===== config.mk =====
export PLATFORM = sky130hd
export DESIGN_NAME = branch_predict_unit_flat
export DESIGN_NICKNAME = d
export VERILOG_FILES = /design/src/rtl/branch_predict_unit_pkg.sv /design/src/rtl/branch_predict_unit_if.sv /design/src/rtl/branch_predict_unit_br_cond_eval.sv /design/src/rtl/branch_predict_unit.sv /design/src/flat_wrapper.sv
export SDC_FILE = /design/constraint.sdc
export NUM_CORES = 1
export LEC_CHECK = 0
export CAP_MARGIN = 20
export CORE_MARGIN = 2
export CORE_UTILIZATION = 45
export DETAILED_ROUTE_END_ITERATION = 8
export PLACE_DENSITY = 0.67
export SLEW_MARGIN = 20
export SYNTH_ARGS = -nofsm -noshare
export SYNTH_HDL_FRONTEND = slang
export SYNTH_SLANG_ARGS = --single-unit

===== constraint.sdc =====
create_clock -name clk -period 4.2 [get_ports clk]
set_input_delay 0.84 -clock clk [delete_from_list [all_inputs] [get_ports clk]]
set_output_delay 0.84 -clock clk [all_outputs]
set_load 0.1 [all_outputs]

===== src/rtl/branch_predict_unit_pkg.sv =====
// ============================================================================
// Module  : branch_predict_unit_pkg
// Brief   : Branch funct3 codes, 2-bit counter states and the counter update rule.
// Rev     : 1.0  initial release
// ============================================================================
`default_nettype none

package branch_predict_unit_pkg;

  localparam logic [2:0] BR_BEQ  = 3'b000;
  localparam logic [2:0] BR_BNE  = 3'b001;
  localparam logic [2:0] BR_BLT  = 3'b100;
  localparam logic [2:0] BR_BGE  = 3'b101;
  localparam logic [2:0] BR_BLTU = 3'b110;
  localparam logic [2:0] BR_BGEU = 3'b111;

  localparam logic [1:0] CTR_SNT = 2'b00;
  localparam logic [1:0] CTR_WNT = 2'b01;
  localparam logic [1:0] CTR_WT  = 2'b10;
  localparam logic [1:0] CTR_ST  = 2'b11;

  typedef struct packed {
    logic taken;
    logic legal;
  } cond_t;

  // Saturating step of one BHT counter.
  function automatic logic [1:0] ctr_update(input logic [1:0] ctr, input logic taken);
    if (taken) return (ctr == CTR_ST)  ? CTR_ST  : ctr + 2'b01;
    else       return (ctr == CTR_SNT) ? CTR_SNT : ctr - 2'b01;
  endfunction

endpackage

`default_nettype wire


===== src/rtl/branch_predict_unit_if.sv =====
// ============================================================================
// Module  : branch_predict_unit_if
// Brief   : IF/EX branch-unit signal bundle; stats outputs exist with BPU_STATS_EN.
// Rev     : 1.0  initial release
// ============================================================================
`default_nettype none

interface branch_predict_unit_if #(
  parameter int XLEN  = 32,
  parameter int IDX_W = 6
);
  logic             if_valid;
  logic [XLEN-1:0]  if_pc;
  logic             if_pred_taken;
  logic [IDX_W-1:0] if_pred_idx;
  logic             ex_valid;
  logic             ex_branch;
  logic [2:0]       ex_funct3;
  logic             ex_pred_taken;
  logic [IDX_W-1:0] ex_pred_idx;
  logic             zf;
  logic             vf;
  logic             sf;
  logic             cf;
  logic             ex_taken;
  logic             ex_mispredict;
`ifdef BPU_STATS_EN
  logic [31:0]      stat_branches;
  logic [31:0]      stat_mispred;
`endif

  modport master (
    output if_valid, if_pc, ex_valid, ex_branch, ex_funct3, ex_pred_taken,
           ex_pred_idx, zf, vf, sf, cf,
    input  if_pred_taken, if_pred_idx, ex_taken, ex_mispredict
`ifdef BPU_STATS_EN
    , input stat_branches, stat_mispred
`endif
  );

  modport slave (
    input  if_valid, if_pc, ex_valid, ex_branch, ex_funct3, ex_pred_taken,
           ex_pred_idx, zf, vf, sf, cf,
    output if_pred_taken, if_pred_idx, ex_taken, ex_mispredict
`ifdef BPU_STATS_EN
    , output stat_branches, stat_mispred
`endif
  );
endinterface

`default_nettype wire


===== src/rtl/branch_predict_unit_br_cond_eval.sv =====
// ============================================================================
// Module  : br_cond_eval
// Brief   : Combinational branch condition from rs1-rs2 flags and funct3.
// Rev     : 1.0  initial release
// ============================================================================
`default_nettype none

module br_cond_eval
  import branch_predict_unit_pkg::*;
(
  input  logic [2:0] funct3,
  input  logic       zf,
  input  logic       vf,
  input  logic       sf,
  input  logic       cf,
  output cond_t      cond
);

  always_comb begin
    cond = '{taken: 1'b0, legal: 1'b1};
    case (funct3)
      BR_BEQ:  cond.taken = zf;
      BR_BNE:  cond.taken = ~zf;
      BR_BLT:  cond.taken = sf ^ vf;
      BR_BGE:  cond.taken = ~(sf ^ vf);
      BR_BLTU: cond.taken = ~cf;
      BR_BGEU: cond.taken = cf;
      default: cond.legal = 1'b0;
    endcase
  end

endmodule

`default_nettype wire


===== src/rtl/branch_predict_unit.sv =====
// ============================================================================
// Module  : branch_predict_unit
// Brief   : 2-bit BHT predictor (bimodal or gshare) with EX-stage resolve/train.
//           Define BPU_STATS_EN to add branch / mispredict counters.
// Rev     : 1.0  initial release
// ============================================================================
`default_nettype none

module branch_predict_unit
  import branch_predict_unit_pkg::*;
#(
  parameter int         BHT_ENTRIES = 64,
  parameter int         XLEN        = 32,
  parameter int         GSHARE      = 0,
  parameter logic [1:0] CTR_INIT    = CTR_WNT
) (
  input  logic                 clk,
  input  logic                 rst_n,
  branch_predict_unit_if.slave bpu
);

  localparam int IDX_W = $clog2(BHT_ENTRIES);

  logic [1:0]       r_bht [BHT_ENTRIES];
  logic [IDX_W-1:0] w_pc_idx;
  logic [IDX_W-1:0] w_ghr;
  logic [IDX_W-1:0] w_rd_idx;
  cond_t            w_cond;
  logic             w_live;
  logic             w_commit;
  logic             w_taken;
  logic             w_mispredict;
  logic             w_unused_pc;

  br_cond_eval u_cond (
    .funct3 (bpu.ex_funct3),
    .zf     (bpu.zf),
    .vf     (bpu.vf),
    .sf     (bpu.sf),
    .cf     (bpu.cf),
    .cond   (w_cond)
  );

  assign w_live       = bpu.ex_valid & bpu.ex_branch;
  assign w_commit     = w_live & w_cond.legal;
  assign w_taken      = w_commit & w_cond.taken;
  assign w_mispredict = w_commit & (w_cond.taken != bpu.ex_pred_taken);

  assign bpu.ex_taken      = w_taken;
  assign bpu.ex_mispredict = w_mispredict;

  assign w_pc_idx    = bpu.if_pc[IDX_W+1:2];
  assign w_unused_pc = ^{bpu.if_pc[XLEN-1:IDX_W+2], bpu.if_pc[1:0]};

  generate
    if (GSHARE != 0) begin : g_gshare
      logic [IDX_W-1:0] r_ghr;
      always_ff @(posedge clk or negedge rst_n) begin
        if (!rst_n)        r_ghr <= '0;
        else if (w_commit) r_ghr <= {r_ghr[IDX_W-2:0], w_taken};
      end
      assign w_ghr = r_ghr;
    end else begin : g_bimodal
      assign w_ghr = '0;
    end
  endgenerate

  // Read sees the pre-update counter when EX trains the same entry.
  assign w_rd_idx          = w_pc_idx ^ w_ghr;
  assign bpu.if_pred_idx   = w_rd_idx;
  assign bpu.if_pred_taken = bpu.if_valid & r_bht[w_rd_idx][1];

  always_ff @(posedge clk or negedge rst_n) begin
    if (!rst_n) begin
      for (int i = 0; i < BHT_ENTRIES; i++) r_bht[i] <= CTR_INIT;
    end else if (w_commit) begin
      r_bht[bpu.ex_pred_idx] <= ctr_update(r_bht[bpu.ex_pred_idx], w_cond.taken);
    end
  end

`ifdef BPU_STATS_EN
  logic [31:0] r_stat_branches;
  logic [31:0] r_stat_mispred;

  always_ff @(posedge clk or negedge rst_n) begin
    if (!rst_n) begin
      r_stat_branches <= '0;
      r_stat_mispred  <= '0;
    end else begin
      if (w_commit && (r_stat_branches != '1))
        r_stat_branches <= r_stat_branches + 32'd1;
      if (w_mispredict && (r_stat_mispred != '1))
        r_stat_mispred <= r_stat_mispred + 32'd1;
    end
  end

  assign bpu.stat_branches = r_stat_branches;
  assign bpu.stat_mispred  = r_stat_mispred;
`endif

endmodule

`default_nettype wire


===== src/flat_wrapper.sv =====
// flat-port wrapper written by rule: the top's interface ports become plain ports
module branch_predict_unit_flat import branch_predict_unit_pkg::*;
#(
  parameter int         BHT_ENTRIES = 64,
  parameter int         XLEN        = 32,
  parameter int         GSHARE      = 0,
  parameter logic [1:0] CTR_INIT    = CTR_WNT
)
  (clk, rst_n, bpu_if_valid, bpu_if_pc, bpu_ex_valid, bpu_ex_branch, bpu_ex_funct3, bpu_ex_pred_taken, bpu_ex_pred_idx, bpu_zf, bpu_vf, bpu_sf, bpu_cf, bpu_if_pred_taken, bpu_if_pred_idx, bpu_ex_taken, bpu_ex_mispredict);
  branch_predict_unit_if #(.XLEN(XLEN), .IDX_W(6)) bpu_i ();
  input  logic clk;
  input  logic rst_n;
  input wire logic [$bits(bpu_i.if_valid)-1:0] bpu_if_valid;
  input wire logic [$bits(bpu_i.if_pc)-1:0] bpu_if_pc;
  input wire logic [$bits(bpu_i.ex_valid)-1:0] bpu_ex_valid;
  input wire logic [$bits(bpu_i.ex_branch)-1:0] bpu_ex_branch;
  input wire logic [$bits(bpu_i.ex_funct3)-1:0] bpu_ex_funct3;
  input wire logic [$bits(bpu_i.ex_pred_taken)-1:0] bpu_ex_pred_taken;
  input wire logic [$bits(bpu_i.ex_pred_idx)-1:0] bpu_ex_pred_idx;
  input wire logic [$bits(bpu_i.zf)-1:0] bpu_zf;
  input wire logic [$bits(bpu_i.vf)-1:0] bpu_vf;
  input wire logic [$bits(bpu_i.sf)-1:0] bpu_sf;
  input wire logic [$bits(bpu_i.cf)-1:0] bpu_cf;
  output wire logic [$bits(bpu_i.if_pred_taken)-1:0] bpu_if_pred_taken;
  output wire logic [$bits(bpu_i.if_pred_idx)-1:0] bpu_if_pred_idx;
  output wire logic [$bits(bpu_i.ex_taken)-1:0] bpu_ex_taken;
  output wire logic [$bits(bpu_i.ex_mispredict)-1:0] bpu_ex_mispredict;
  assign bpu_i.if_valid = bpu_if_valid;
  assign bpu_i.if_pc = bpu_if_pc;
  assign bpu_i.ex_valid = bpu_ex_valid;
  assign bpu_i.ex_branch = bpu_ex_branch;
  assign bpu_i.ex_funct3 = bpu_ex_funct3;
  assign bpu_i.ex_pred_taken = bpu_ex_pred_taken;
  assign bpu_i.ex_pred_idx = bpu_ex_pred_idx;
  assign bpu_i.zf = bpu_zf;
  assign bpu_i.vf = bpu_vf;
  assign bpu_i.sf = bpu_sf;
  assign bpu_i.cf = bpu_cf;
  assign bpu_if_pred_taken = bpu_i.if_pred_taken;
  assign bpu_if_pred_idx = bpu_i.if_pred_idx;
  assign bpu_ex_taken = bpu_i.ex_taken;
  assign bpu_ex_mispredict = bpu_i.ex_mispredict;
  branch_predict_unit #(.BHT_ENTRIES(BHT_ENTRIES), .XLEN(XLEN), .GSHARE(GSHARE), .CTR_INIT(CTR_INIT)) u_core (.clk(clk), .rst_n(rst_n), .bpu(bpu_i));
endmodule

==> results of run 1 <==
per-layer routing:
layer / share of wire [%] / up-vias / track usage (%)
met5: 0 / - / 0
met4: 3.4 / 0 / 11.51
met3: 5.7 / 46 / 4.132
met2: 48 / 205 / 38.72
met1: 43 / 2661 / 31.85
li1: - / 2460 / -
through the flow:
stage | std cells | hold slack [ns]
3_3_place_gp | 867 | 0.4500
3_5_place_dp | 867 | 0.4560
4_1_cts | 901 | 0.4644
2_1_floorplan | 669 | 0.4406
5_1_grt | 901 | 0.4776
6_report | 901 | 0.4644
worst register-to-register path, delay by kind of cell, from the launching register on:
kind                       cells  cell delay [ns]
and+or+nand+nor                3             0.80
AOI/OAI and AO/OA              1             0.25
adders and majority gates      1             0.33
buffers and inverters          1             0.31
muxes                          2             0.78
DFF                            1             0.36
synth_stat cells (6+ instances only):
cell / instances
nor2b_1: 8
o21ai_2: 41
nand3_1: 8
dfrtp_1: 64
nor2_1: 11
buf_4: 8
o21ai_1: 20
mux4_2: 41
dfstp_2: 64
o21ai_0: 69
a21oi_1: 8
mux2i_1: 11
clkbuf_1: 13
and3_1: 8
nor3_1: 6
buf_2: 6
buf_6: 7
nand2_1: 197
buf_1: 11
timing repair:
action                                  in CTS  in global routing
setup buffers                                1                  0
gates cloned                                 1                  0
endpoints found under the setup margin       1                  1
hold buffers                                 0                  0
gates resized for setup                      2                  1
report_power, final:
group / switching, mW / leakage (nW) / internal, mW / total (mW)
logic: 0.234 / 1.27 / 0.134 / 0.369
registers: 0.0304 / 1.55 / 1.30 / 1.33
clock network: 0.519 / 0.286 / 0.942 / 1.46
total: 0.783 / 3.11 / 2.38 / 3.16
worst min path at each step:
stage | cells after the start | from | slack [ns] | to
floorplan | 2 | u_core.r_bht[108]$_DFFE_PN1P_ | 0.44 | u_core.r_bht[108]$_DFFE_PN1P_
finish | 2 | u_core.r_bht[82]$_DFFE_PN1P_ | 0.46 | u_core.r_bht[82]$_DFFE_PN1P_
CTS | 2 | u_core.r_bht[88]$_DFFE_PN1P_ | 0.46 | u_core.r_bht[88]$_DFFE_PN1P_
global placement | 2 | u_core.r_bht[80]$_DFFE_PN1P_ | 0.45 | u_core.r_bht[80]$_DFFE_PN1P_
detailed placement | 2 | u_core.r_bht[82]$_DFFE_PN1P_ | 0.46 | u_core.r_bht[82]$_DFFE_PN1P_
global route | 2 | u_core.r_bht[116]$_DFFE_PN1P_ | 0.48 | u_core.r_bht[116]$_DFFE_PN1P_
area by class of cell:
class	count	area [sq um]	area share, %
tap	188	235.2	2.916
clock buffer	24	461.7	5.724
clock inverter	8	115.1	1.427
inverter	5	18.77	0.2327
sequential	128	3283	40.70
timing repair buffer	60	618.1	7.662
multi-input combinational	488	3334	41.34
cells in the final DEF (no fill, tap or decap), types with 17 or more instances in the layout:
master and count:
buf_4 28, clkbuf_16 17, clkdlybuf4s50_1 20, dfrtp_1 64, dfstp_2 64, mux4_2 41
nand2_1 197, o21ai_0 69, o21ai_1 20, o21ai_2 40
logic make-up (layout without fill, tap and decap cells):
group	after synthesis	in the layout	share of synthesized area (%)
AOI/OAI and AO/OA	166	166	15.65
DFF	128	128	47.57
and+or+nand+nor	261	261	16.24
buffers and inverters	53	97	4.242
muxes	56	56	15.63
adders and majority gates	1	1	0.1632
xor gates and xnor gates	4	4	0.5077
==> results.cfg, run 1 <==
[run_status]
status = completed

[sta]
worstMarginPinSlew_ns = 0.7648
final-hold-violation-count = 0
post-route-worst-setup-slack_ns = 0.1075
finalCritPeriodShare_pct = 97.44
period_needed_ns = 4.092
max_freq_ghz = 0.2444
slew_viol_final = 0
setup_viol = 0
fin_setup_tns_ns = 0
slew_headroom_pct = 49.01
rsz0062_at_grt = no
clock_skew_ns = 0.008956

[placed_design]
dpl_cell_area_sq_um = 7455
portBuffers = 33
dp_hpwl_microns = 12780
place_ws_ns = -0.1270
routabilityCongestion = 0.9297

[critical_path]
path_cells = clkdlybuf4s50_1 -> buf_12 -> mux4_2 -> mux4_2 -> mux4_2 -> and2_2 -> buf_12
startpoint = bpu_if_pc[3]
r2r-start = u_core.r_bht[52]$_DFFE_PN1P_
r2r_cells = 8
r2r_slack_ns = 1.30
path_buf_inv = 3
cpMostUsedCell = mux4_2
endpoint_kind = primary output
cpPeakStageDelay_ns = 0.51
setup.worst_path.end = bpu_if_pred_taken
critical_path_class = primary input to primary output
cp.required_ns = 3.36
cp_top_family = multiplexers
worst_setup_path_start_kind = primary input
critPathArrivalTime_ns = 3.25
cp.depth = 7
slowest_stage = clkdlybuf4s50_1
timing.rr.end = u_core.r_bht[2]$_DFFE_PN1P_
cp_max_fo = 17

[yosys]
synth_cell_type_count = 52
synth_top_area_cell = dfstp_2
syn_area_sq_um = 6902
yosys_warnings = 0
synth_edf_count = 0
seq_area_frac_synth_pct = 47.57
yosysTopAreaCellShare_pct = 24.37
async_flop_share_pct = 100.0
synth.ff_latch_count = 128
synth_cells = 669
synth.area.top_cells = dfstp_2, dfrtp_1, mux4_2
syn_nets = 720
synthFlopType = dfstp_2
avgSynthCellArea_sq_um = 10.32

[die]
die_width_microns = 127.8
initial_core_util_pct = 45.74
dieArea_sq_um = 16340
rows = 45
ios = 60
die_height_microns = 127.8
core_sq_um = 15090

[cells_and_area]
area_growth_pct = 16.88
n_fill_cell = 1301
fin_util_pct = 53.46
diodes = 0
regMostFlops = u_core.r_bht
largest_reg_flops = 128
reg_top3 = u_core.r_bht: 128 flops
drive_gt1_share_pct = 31.00
fin_nets = 751
design_area_sq_um = 8066

[clock_network]
root_buffer = clkbuf_16
cts.sinks = 128
clkLatencyLatePin_ns = 0.42
htree_levels = 4
cts_tree = built
cts_max_path_buffers = 2
cts_buffers = 17
path_clk_slew_ns = 0.06

[detailed_routing]
wl_per_cell_microns = 20.54
routed_via_density = 5.962
route.detailed.drc = 0
drt_iter0_drc = 510
ant_nets = 0
finalWirelength_microns = 18510
vias = 5372
drt_pass1_iterations = 7

[power]
leakagePower_nw = 3.111
total_power_mw = 3.159
pwr_density_cell_nw_per_um2 = 391.6
peakVddDrop_mv = 0.2809

[grt]
antenna_found_initial = 0
grt_max_degree = 62
grt_pass1_wl_microns = 29810
grt_pass1_vias = 5458
overflow = 0
grt_usage_pct = 24.05

[worst_hold_path]
min_path_type = flop to flop

[flow_run]
cap_violations = 0
Power figures use the tool's default switching activity.
==> run 2, diff against run 1 <==
- GPL_TIMING_DRIVEN: not set -> 0
- SKIP_LAST_GASP: not set -> 1
- TNS_END_PERCENT: not set -> 30
==> run 2 against run 1 <==
Core utilization up 1.1 points. Via count rose by 6.8%. Register-to-register slack lost 0.19 ns. Global-route usage up 3.4 points. Combinational power up 8.1%. Critical path type unchanged. Critical endpoint unchanged.
==> results.cfg, run 2 (synthesis gave the netlist of run 1 again) <==
[sta]
clock_skew_ns = 0.01528
period_needed_ns = 4.191
slew_viol_final = 0
setup_viol = 0
max_freq_ghz = 0.2386
slew_headroom_pct = 21.36
final-hold-violation-count = 0
finalCritPeriodShare_pct = 99.79
rsz0062_at_grt = yes
worstMarginPinSlew_ns = 1.175

[cells_and_area]
reg_top3 = u_core.r_bht: 128 flops
multi_input_area_sq_um = 3361
fin_nets = 775
n_fill_cell = 1297
largest_reg_flops = 128
area_growth_pct = 19.20
drive_gt1_share_pct = 31.21
final_common_cell = nand2_1
fin_util_pct = 54.52
final_cell_mix = nand2_1, o21ai_0, dfstp_2, dfrtp_1, mux4_2
layout.cells.non_filler = 925
diodes = 0
regArea_sq_um = 3283
regMostFlops = u_core.r_bht

[power]
total_power_mw = 3.387
leakagePower_nw = 3.157
pwr_density_cell_nw_per_um2 = 411.7
peakVddDrop_mv = 0.2856

[grt]
grt_max_degree = 70
grt_pass1_wl_microns = 33100
grt_usage_pct = 27.43
grt_pass1_vias = 5708
overflow = 0
antenna_found_initial = 0

[clock_network]
clkLatencyLatePin_ns = 0.43
path_clk_slew_ns = 0.05
cts_buffers = 17
cts_tree = built
postCtsSetupRepairBufs = 0
cts_max_path_buffers = 2
cts_resized = 15
cts.sinks = 128
postCtsHoldBufs = 0
htree_levels = 4
root_buffer = clkbuf_16

[critical_path]
cp.required_ns = 3.36
cp_top_family = multiplexers
path_cells = clkbuf_4 -> buf_8 -> mux4_2 -> mux4_2 -> mux4_2 -> and2_2 -> buf_2
cp_max_fo = 10
critPathArrivalTime_ns = 3.35
cpMostUsedCell = mux4_2
path_buf_inv = 3
critical_path_class = primary input to primary output
worst_setup_path_start_kind = primary input
endpoint_kind = primary output
slowest_stage = mux4_2
cpPeakStageDelay_ns = 0.55

[detailed_routing]
vias = 5735
drt_iter0_drc = 619
route.detailed.drc = 0
routed_via_density = 6.200
ant_nets = 0
wl_per_cell_microns = 23.03
drt_pass1_iterations = 5
finalWirelength_microns = 21300

[die]
core_sq_um = 15090
die_width_microns = 127.8
rows = 45
dieArea_sq_um = 16340
die_height_microns = 127.8
ios = 60
initial_core_util_pct = 45.74

[placed_design]
routabilityCongestion = 0.9405
dp_cells = 893
dp_hpwl_microns = 15000
portBuffers = 30

[run_status]
status = completed

[worst_hold_path]
min_path_type = primary input to async pin

[flow_run]
cap_violations = 0
## run 2: cell count changes in the layout (fill, tap and decap cells not counted), sizes merged
| cell | change |
|---|---|
| clkdlybuf4s50 | +7 |
| clkinvlp | +2 |
| buf | +1 |
| bufbuf | -1 |
| clkbuf | +15 |
| bufinv | +2 |
| clkinv | -2 |
## run 2: layout make-up
type	instances	area share, %
tap	188	2.859
clock buffer	22	5.886
buffer	48	3.650
clock inverter	10	2.190
sequential	128	39.91
inverter	5	0.2281
multi-input combinational	488	40.85
timing repair buffer	36	4.426
## run 2: path summary, 6_finish.rpt
check / startpoint / end / slack (ns) / cells after the start
max in group asynchronous: rst_n / u_core.r_bht[68]$_DFFE_PN1P_ / 3.05 / 2
min in group clk: u_core.r_bht[112]$_DFFE_PN1P_ / u_core.r_bht[112]$_DFFE_PN1P_ / 0.47 / 2
worst min-delay path: rst_n / u_core.r_bht[43]$_DFFE_PN0P_ / 0.38 / 1
worst max-delay path: bpu_if_pc[2] / bpu_if_pred_taken / 0.009 / 7
worst min register to register: u_core.r_bht[112]$_DFFE_PN1P_ / u_core.r_bht[112]$_DFFE_PN1P_ / 0.47 / 2
worst max register to register: u_core.r_bht[52]$_DFFE_PN1P_ / u_core.r_bht[39]$_DFFE_PN0P_ / 1.11 / 8
## run 2: metal layers
| metal | vias to the layer above | track usage [%] | part of all wire [%] |
|---|---|---|---|
| li1 | 2516 | - | - |
| met1 | 2861 | 35.49 | 41 |
| met2 | 297 | 44.26 | 48 |
| met3 | 61 | 6.386 | 7.6 |
| met4 | 0 | 12.28 | 3.7 |
| met5 | - | 0 | 0 |
## run 2: where the power goes
| part | internal, mW | switching [mW] |
|---|---|---|
| combinational | 0.137 | 0.261 |
| clock | 1.11 | 0.546 |
| sequential | 1.30 | 0.0315 |
## run 2: per-stage QoR
stage               setup TNS [ns]  instance area (sq um)  worst slack, ns  hold WS [ns]
detailed placement          -48.65                   7542           -1.261        0.4574
global route              -0.06468                   8227         -0.03539        0.4173
floorplan                        0                   6907          0.08606        0.4406
CTS                        -0.1248                   8222          -0.1248        0.3982
finish                           0                   8227         0.008870        0.3769
global placement           -311.92                   7442           -2.427        0.4497
==> run 3, diff against run 2 <==
- PLACE_DENSITY: 0.67 -> not set
- clock period: 4.2 -> 5.28 ns (I/O delays scaled with it)
==> run 3 against run 2 <==
Clock skew is 0.0032 ns lower. Flip-flop and latch count unchanged. Count of clock-buffer cells in the layout is 3 lower. Highest routed layer unchanged.
==> results.cfg, run 3 (synthesis gave the netlist of run 1 again) <==
[detailed_routing]
finalWirelength_microns = 21500
vias = 5511
route.detailed.drc = 0
wl_per_cell_microns = 23.27
ant_nets = 0
drt_pass1_iterations = 5
drt_iter0_drc = 517
routed_via_density = 5.964

[die]
dieArea_sq_um = 16340
die_width_microns = 127.8
die_height_microns = 127.8
rows = 45
ios = 60
core_sq_um = 15090
initial_core_util_pct = 45.74

[clock_network]
cts_max_path_buffers = 2
postCtsSetupRepairBufs = 0
path_clk_slew_ns = 0.06
cts_buffers = 17
cts_resized = 8
cts.sinks = 128
postCtsHoldBufs = 0
cts_tree = built
htree_levels = 4
root_buffer = clkbuf_16
clkLatencyLatePin_ns = 0.43

[grt]
overflow = 0
antenna_found_initial = 0
grt_max_degree = 79
grt_pass1_wl_microns = 33580
grt_pass1_vias = 5659
grt_usage_pct = 28.23

[power]
peakVddDrop_mv = 0.2566
leakagePower_nw = 3.132
total_power_mw = 2.680
pwr_density_cell_nw_per_um2 = 327.0

[cells_and_area]
area_growth_pct = 18.73
largest_reg_flops = 128
layout.cells.non_filler = 924
final_common_cell = nand2_1
final_cell_mix = nand2_1, o21ai_0, dfstp_2, dfrtp_1
fin_nets = 774
reg_top3 = u_core.r_bht: 128 flops
drive_gt1_share_pct = 30.43
diodes = 0
fin_util_pct = 54.30
regMostFlops = u_core.r_bht

[critical_path]
endpoint_kind = primary output
worst_setup_path_start_kind = primary input
r2r_slack_ns = 2.11
critical_path_class = primary input to primary output
cp_max_fo = 10
critPathArrivalTime_ns = 4.21
r2r-start = u_core.r_bht[48]$_DFFE_PN1P_
r2r_cells = 8
startpoint = bpu_if_pc[3]
setup.worst_path.end = bpu_if_pred_taken
timing.rr.end = u_core.r_bht[125]$_DFFE_PN0P_
cp.required_ns = 4.22

[sta]
max_freq_ghz = 0.1900
final-hold-violation-count = 0
worstMarginPinSlew_ns = 1.248
period_needed_ns = 5.262
finalCritPeriodShare_pct = 99.67
fin_setup_tns_ns = 0
whs_ns = 0.4642
clock_skew_ns = 0.01204
setup_viol = 0
rsz0062_at_grt = no
slew_headroom_pct = 16.52
slew_viol_final = 0

[run_status]
status = completed

[placed_design]
dp_cells = 892
routabilityCongestion = 0.9561
portBuffers = 30
dp_hpwl_microns = 15250

[worst_hold_path]
min_path_type = flop to flop

[flow_run]
cap_violations = 0
==> run 3: cell types whose count changed in the layout (fill, tap and decap cells not counted), moves of 2 or more <==
cell      before  now
clkbuf_4       3    0
clkbuf_8       4    1
clkbuf_2       7    5
clkbuf_1       9   12
clkinv_4       0    3
buf_4          9   11
==> run 3: how the worst min path moves through the flow <==
stage / cells past startpoint / slack, ns / to / startpoint
finish: 2 / 0.46 / u_core.r_bht[96]$_DFFE_PN1P_ / u_core.r_bht[96]$_DFFE_PN1P_
global route: 2 / 0.48 / u_core.r_bht[50]$_DFFE_PN1P_ / u_core.r_bht[50]$_DFFE_PN1P_
CTS: 2 / 0.46 / u_core.r_bht[96]$_DFFE_PN1P_ / u_core.r_bht[96]$_DFFE_PN1P_
detailed placement: 2 / 0.45 / u_core.r_bht[96]$_DFFE_PN1P_ / u_core.r_bht[96]$_DFFE_PN1P_
global placement: 2 / 0.45 / u_core.r_bht[98]$_DFFE_PN1P_ / u_core.r_bht[98]$_DFFE_PN1P_
floorplan: 2 / 0.44 / u_core.r_bht[108]$_DFFE_PN1P_ / u_core.r_bht[108]$_DFFE_PN1P_
==> run 3: final cells by class <==
type                       instances  area, sq um
fill                            1339         6895
multi-input combinational        488         3358
sequential                       128         3283
clock buffer                      19        442.9
timing repair buffer              35        365.4
buffer                            48        280.3
tap                              188        235.2
clock inverter                    13        210.2
inverter                           5        18.77
==> run 3: critical path: stages <==
cell	delay, ns
clkbuf_1	0.48
clkbuf_2	0.48
mux4_2	0.38
mux4_2	0.51
mux4_2	0.52
and2_1	0.18
dlygate4sd2_1	0.58
==> run 3: stage by stage <==
step | instance area, sq um | setup WS [ns]
after floorplan | 6902 | 0.2814
final | 8194 | 0.01763
after global placement | 7437 | -1.698
after CTS | 8194 | 0.04718
after global routing | 8194 | 0.02707
after detailed placement | 7536 | -1.113
==> run 3: routing by layer <==
layer	vias up	track usage [%]	share of wire (%)
met1	2766	38.49	45
met4	0	10.86	2.8
met5	-	0	0
li1	2512	-	-
met2	197	45.11	47
met3	36	5.342	5.4
==> run 3: power by group <==
part,total [mW],switching (mW),internal (mW)
Sequential,1.06,0.0240,1.03
Clock,1.31,0.457,0.851
Combinational,0.315,0.207,0.108
